$ cat config.mk
export PLATFORM = sky130hd
export DESIGN_NAME = fifo_uart_tx
export DESIGN_NICKNAME = d
export VERILOG_FILES = /design/src/rtl/fifo_uart_tx_pkg.sv /design/src/rtl/fifo_uart_tx_baud.sv /design/src/rtl/fifo_uart_tx.sv
export SDC_FILE = /design/constraint.sdc
export NUM_CORES = 1
export LEC_CHECK = 0
export CAP_MARGIN = 30
export CELL_PAD_IN_SITES_DETAIL_PLACEMENT = 1
export CELL_PAD_IN_SITES_GLOBAL_PLACEMENT = 2
export CORE_MARGIN = 2
export CORE_UTILIZATION = 25
export DETAILED_ROUTE_END_ITERATION = 10
export GPL_ROUTABILITY_DRIVEN = 0
export PLACE_DENSITY = 0.74
export SLEW_MARGIN = 5
export SYNTH_ARGS = -nofsm -noshare
export SYNTH_HDL_FRONTEND = slang
export SYNTH_SLANG_ARGS = --single-unit
$ cat constraint.sdc
create_clock -name clk -period 1.8 [get_ports clk]
set_input_delay 0.36 -clock clk [delete_from_list [all_inputs] [get_ports clk]]
set_output_delay 0.36 -clock clk [all_outputs]
set_load 0.03 [all_outputs]
$ cat src/rtl/fifo_uart_tx_pkg.sv
// ----------------------------------------------------------------------------
// fifo_uart_tx_pkg
//   Shared definitions for the FIFO-draining UART transmitter.
//   - tx_state_t   : transmitter FSM states
//   - TX_IDLE_LVL  : serial line level while idle / during stop bits
//   - TX_START_LVL : serial line level of the start bit
//   Build option: FIFO_UART_TX_PARITY_EN adds the PARITY state.
// ----------------------------------------------------------------------------
package fifo_uart_tx_pkg;

`ifdef FIFO_UART_TX_PARITY_EN
    typedef enum logic [2:0] {
        IDLE,
        POP,
        LOAD,
        START,
        DATA,
        PARITY,
        STOP
    } tx_state_t;
`else
    typedef enum logic [2:0] {
        IDLE,
        POP,
        LOAD,
        START,
        DATA,
        STOP
    } tx_state_t;
`endif

    localparam logic TX_IDLE_LVL  = 1'b1;
    localparam logic TX_START_LVL = 1'b0;

endpackage

$ cat src/rtl/fifo_uart_tx_baud.sv
// ----------------------------------------------------------------------------
// tx_baud_counter
//   Free-running bit-time counter for the UART transmitter. Counts
//   0..CLKS_PER_BIT-1 and wraps; tick is high in the wrap cycle.
//   Ports:
//     clk    in   rising-edge clock
//     reset  in   synchronous active-high reset
//     clear  in   holds the count at zero (used while no bit is on the line)
//     count  out  current position inside the bit time
//     tick   out  1 in the last cycle of each bit time
// ----------------------------------------------------------------------------
module tx_baud_counter #(
    parameter int CLKS_PER_BIT = 16,
    parameter int CNT_W        = $clog2(CLKS_PER_BIT)
) (
    input  logic             clk,
    input  logic             reset,
    input  logic             clear,
    output logic [CNT_W-1:0] count,
    output logic             tick
);

    localparam logic [CNT_W-1:0] LAST_CNT = CNT_W'(CLKS_PER_BIT - 1);

    // Count through one bit time; clear parks the counter so the first
    // cycle of a start bit always begins at zero.
    always_ff @(posedge clk) begin
        if (reset || clear) begin
            count <= '0;
        end else if (count == LAST_CNT) begin
            count <= '0;
        end else begin
            count <= count + 1'b1;
        end
    end

    assign tick = (count == LAST_CNT) && !clear;

endmodule

$ cat src/rtl/fifo_uart_tx.sv
// ----------------------------------------------------------------------------
// fifo_uart_tx
//   Drain end of fifo_buffer: pops a byte whenever the FIFO is non-empty and
//   sends it as an asynchronous serial frame (start, DATA_W bits LSB first,
//   optional even parity, STOP_BITS stop bits).
//   Build option: define FIFO_UART_TX_PARITY_EN to insert an even-parity bit
//   between the data bits and the stop bits.
//   Ports:
//     clk         in   rising-edge clock
//     reset       in   synchronous active-high reset (aborts a frame)
//     fifo_empty  in   FIFO empty flag
//     fifo_data   in   FIFO registered read data (valid cycle after rd_en)
//     fifo_rd_en  out  one-cycle read pulse per byte
//     tx          out  serial line, idles high
//     busy        out  high from POP to the end of the frame
//     tx_done     out  one-cycle pulse in the final stop cycle
// ----------------------------------------------------------------------------
module fifo_uart_tx
    import fifo_uart_tx_pkg::*;
#(
    parameter int DATA_W       = 8,
    parameter int CLKS_PER_BIT = 16,
    parameter int STOP_BITS    = 1
) (
    input  logic              clk,
    input  logic              reset,
    input  logic              fifo_empty,
    input  logic [DATA_W-1:0] fifo_data,
    output logic              fifo_rd_en,
    output logic              tx,
    output logic              busy,
    output logic              tx_done
);

    localparam int CNT_W = $clog2(CLKS_PER_BIT);
    localparam int BIT_W = (DATA_W > 1) ? $clog2(DATA_W) : 1;

    localparam logic [BIT_W-1:0] LAST_BIT  = BIT_W'(DATA_W - 1);
    localparam logic [CNT_W-1:0] DONE_CNT  = CNT_W'(CLKS_PER_BIT - 2);
    localparam logic             LAST_STOP = 1'(STOP_BITS - 1);

    tx_state_t          state;
    logic [DATA_W-1:0]  shift_reg;
    logic [DATA_W-1:0]  next_shift;
    logic [BIT_W-1:0]   bit_cnt;
    logic               stop_cnt;
    logic               baud_clear;
    logic               baud_tick;
    logic [CNT_W-1:0]   baud_count;
`ifdef FIFO_UART_TX_PARITY_EN
    logic               parity_bit;
`endif

    // The bit timer only runs while a bit is actually on the line, so every
    // start bit begins with a fresh count.
    assign baud_clear = (state == IDLE) || (state == POP) || (state == LOAD);
    assign next_shift = shift_reg >> 1;

    tx_baud_counter #(
        .CLKS_PER_BIT (CLKS_PER_BIT),
        .CNT_W        (CNT_W)
    ) u_baud (
        .clk   (clk),
        .reset (reset),
        .clear (baud_clear),
        .count (baud_count),
        .tick  (baud_tick)
    );

    // Frame sequencer. All outputs are registered here; each state sets the
    // line level for the next bit when the bit timer wraps. tx_done is set
    // one cycle early so that it lands in the final stop cycle.
    always_ff @(posedge clk) begin
        if (reset) begin
            state      <= IDLE;
            tx         <= TX_IDLE_LVL;
            fifo_rd_en <= 1'b0;
            busy       <= 1'b0;
            tx_done    <= 1'b0;
            shift_reg  <= '0;
            bit_cnt    <= '0;
            stop_cnt   <= 1'b0;
`ifdef FIFO_UART_TX_PARITY_EN
            parity_bit <= 1'b0;
`endif
        end else begin
            fifo_rd_en <= 1'b0;
            tx_done    <= 1'b0;
            case (state)
                IDLE: begin
                    tx   <= TX_IDLE_LVL;
                    busy <= 1'b0;
                    if (!fifo_empty) begin
                        state      <= POP;
                        fifo_rd_en <= 1'b1;
                        busy       <= 1'b1;
                    end
                end
                POP: begin
                    state <= LOAD;
                end
                LOAD: begin
                    shift_reg <= fifo_data;
`ifdef FIFO_UART_TX_PARITY_EN
                    parity_bit <= ^fifo_data;
`endif
                    bit_cnt   <= '0;
                    stop_cnt  <= 1'b0;
                    tx        <= TX_START_LVL;
                    state     <= START;
                end
                START: begin
                    if (baud_tick) begin
                        tx    <= shift_reg[0];
                        state <= DATA;
                    end
                end
                DATA: begin
                    if (baud_tick) begin
                        if (bit_cnt == LAST_BIT) begin
`ifdef FIFO_UART_TX_PARITY_EN
                            tx    <= parity_bit;
                            state <= PARITY;
`else
                            tx    <= TX_IDLE_LVL;
                            state <= STOP;
`endif
                        end else begin
                            bit_cnt   <= bit_cnt + 1'b1;
                            shift_reg <= next_shift;
                            tx        <= next_shift[0];
                        end
                    end
                end
`ifdef FIFO_UART_TX_PARITY_EN
                PARITY: begin
                    if (baud_tick) begin
                        tx    <= TX_IDLE_LVL;
                        state <= STOP;
                    end
                end
`endif
                STOP: begin
                    if ((stop_cnt == LAST_STOP) && (baud_count == DONE_CNT)) begin
                        tx_done <= 1'b1;
                    end
                    if (baud_tick) begin
                        if (stop_cnt == LAST_STOP) begin
                            if (!fifo_empty) begin
                                state      <= POP;
                                fifo_rd_en <= 1'b1;
                            end else begin
                                state <= IDLE;
                                busy  <= 1'b0;
                            end
                        end else begin
                            stop_cnt <= stop_cnt + 1'b1;
                        end
                    end
                end
                default: begin
                    state <= IDLE;
                end
            endcase
        end
    end

endmodule

==> flow_summary.toml, run 1 <==
[critical_path]
critical_path_class = "flip-flop to flip-flop"
worstPathArrival_ns = 1.95
reg2reg_depth = 5
required_ns = 2.00
r2r_end = "bit_cnt[0]"
cp-start-kind = "flip-flop"
regToRegSetupSlack_ns = 0.06
endpoint_kind = "flip-flop"
worst-path-max-fanout = 8
r2r_start = "bit_cnt[1]"

[power]
switching_share_pct = 23.86
sequentialPowerShare_pct = 44.1
power_density_mw_per_mm2 = 757.1
p_sw_uw = 283.3
combPwrFrac_pct = 16.3
power_leakage_uw = 0.0005436
p_int_uw = 903.7
power.total_uw = 1187
p_clk_share_pct = 39.6
ir_drop_uv = 342.9

[layout]
n_antenna_cell = 0
area_delta_synth_final_pct = 41.26
layout-drive-gt1-share_pct = 29.30
fin_nets = 173
largest_reg_flops = 8

[placed_design]
io_buffers = 14
preCtsSetupSlack_ns = -0.08587
dp_hpwl_um = 2051

[synthesis]
ys_ff_latch = 22
syn_nets = 145
synth_cells = 130
ys_seq_area_share_pct = 39.68
synthTopCellsByCount = "22 x dfxtp_1, 18 x a21oi_1, 15 x o21ai_0, 10 x or3_1, 9 x nor2_1"
syn_area_per_cell_sq_um = 8.537
synth_edf_count = 0
async_flop_share_pct = 0
synth_largest_area_cell = "dfxtp_1"
syn_area_sq_mm = 0.001110
yosysMostFrequentCell = "dfxtp_1"
synthFlopType = "dfxtp_1"
synth_top_area_share_pct = 39.68
ys_warn_count = 0
synthDistinctLibCells = 32
synth_area_leaders = "dfxtp_1 40%, a21oi_1 8.1%, mux2i_1 7.2%"

[clock_network]
clk_pin_slew_worst_paths_ns = 0.09
cts.sinks = 22
htreeDepth = 1
cts.path.max_buffers = 2
cts_tree = "done"
clk_latency_ns = 0.27
numCtsBuffers = 3
cts_root_buffer = "clkbuf_8"

[sta]
worst_slack_ns = 0.05587
setup_viol = 0
finClkSkew_ns = 0.007670
rsz0062_at_grt = "true"
tightest_slew_ns = 0.3379
relSlewSlack_pct = 77.48
maxSlewViolCount = 0
fmax_mhz = 573.4
fin_crit_sh_pct = 96.90
hold_viol_final = 0
finalCriticalPeriod_ns = 1.744

[floorplan]
ios = 15
die_w_um = 70.63
die_h_um = 70.63
die_area_sq_mm = 0.004988
core_sq_mm = 0.004324
initial_core_util_pct = 25.67
core.rowCount = 24

[routing]
vias = 999
wl_met3_um = 94
drt_iter0_markers = 33
avgViaCountPerCell = 4.780
ant_nets = 0
route.top_layer_used = "met4"
wl_met1_um = 1274
first_pass_iters = 3
wire_per_inst_um = 13.84
drt_wl_total_um = 2892
dr_wl_met2_um = 1508
drc = 0

[global_routing]
antenna_found_initial = 0
grt_max_degree = 35
grt_pass1_wl_um = 4692
grt_use_total_pct = 11.71
grt_overflow = 0
grt_pass1_vias = 1062

[hold_path]
hold_depth = 2
hp-class = "flip-flop to flip-flop"
min_from = "shift_reg[0]"
whs_endpoint = "shift_reg[0]"

[run]
maxCapViolations = 0

[run_status]
status = "finished clean"
## worst max-delay path by stage
| stage | from | to | slack [ns] |
|---|---|---|---|
| after floorplan | bit_cnt[0] | shift_reg[7] | 0.12 |
| after global placement | bit_cnt[0] | shift_reg[5] | -0.007 |
| after detailed placement | bit_cnt[0] | shift_reg[1] | -0.09 |
| after CTS | bit_cnt[0] | shift_reg[1] | 0.005 |
| after global routing | bit_cnt[1] | bit_cnt[0] | -0.03 |
| final | bit_cnt[1] | bit_cnt[0] | 0.06 |
## routing by layer
layer,up-vias,GRT usage (%)
met3,2,2.991
li1,511,-
met5,-,0
met2,14,21.49
met4,0,3.145
met1,472,13.50
## repair_timing
| action | CTS | global route |
|---|---|---|
| pin swaps | 1 | 22 |
| hold buffers | 0 | 0 |
| setup endpoints to repair | 9 | 11 |
| gates cloned | 0 | 1 |
| buffers inserted | 2 | 0 |
| resized for setup | 2 | 22 |
## final cells by class
type                       count  area, sq um
tap                           52        65.06
fill                         516         2756
timing repair buffer          34        297.8
inverter                       3        11.26
sequential                    22        442.9
clock buffer                   3        41.29
multi-input combinational     94        679.4
clock inverter                 1        30.03
## critical path, stage by stage, from the launching register on
cell,delay [ns]
dfxtp_2,0.35
ha_4,0.16
ha_4,0.15
o31a_1,0.38
or4b_1,0.49
a21oi_1,0.14
## metrics by stage
step	hold slack, ns	instance area, sq um	cells	utilization [%]	setup TNS (ns)
finish	0.5024	1568	209	36.26	0
global route	0.5525	1568	209	36.26	-0.08798
CTS	0.4888	1480	208	34.23	0
detailed placement	0.4740	1385	202	32.03	-0.5116
global placement	0.4640	1385	202	32.03	-0.006746
floorplan	0.4300	1110	130	-	0
## kinds of logic (layout without fill, tap and decap cells)
logic type	count (synthesis)	in the layout	share of synthesized area [%]
buffers and inverters	14	41	6.200
xor gates and xnor gates	2	2	1.579
DFF	22	22	39.68
AOI/OAI and AO/OA	37	37	17.93
adders and majority gates	4	4	4.510
muxes	9	9	8.230
and+or+nand+nor	42	42	21.87
## power groups by stage
stage / Combinational [uW] / Clock [uW] / Sequential (uW)
floorplan: 86.4 / 0 / 542
detailed placement: 169 / 0 / 535
global placement: 165 / 0 / 533
finish: 193 / 470 / 524
CTS: 178 / 490 / 524
global route: 213 / 506 / 527
## cell usage in the layout (no fill, tap or decap), types with 2 or more instances in the layout
master           Yosys  final
a21oi_1             18     12
a21oi_2              0      6
buf_4                2     18
buf_6                1      2
clkbuf_8             0      3
clkdlybuf4s50_1      0     14
dfxtp_1             22     20
dfxtp_2              0      2
ha_4                 0      2
inv_1                3      3
mux2i_1              8      8
nand2_1              6      6
nand3_1              3      2
nor2_1               9      9
nor3_1               3      3
o21ai_0             15     13
o21ai_1              0      2
or3_1               10      6
or3_4                0      4
(Power assumes the default switching activity.)
==> run 2, diff against run 1 <==
--- a/config.mk
+++ b/config.mk
@@ -5,7 +5,7 @@
 export SDC_FILE = /design/constraint.sdc
 export NUM_CORES = 1
 export LEC_CHECK = 0
-export CAP_MARGIN = 30
+export CAP_MARGIN = 20
 export CELL_PAD_IN_SITES_DETAIL_PLACEMENT = 1
 export CELL_PAD_IN_SITES_GLOBAL_PLACEMENT = 2
 export CORE_MARGIN = 2
==> results of run 2 <==
The final DEF is identical to that of run 1; final timing and power are the same.
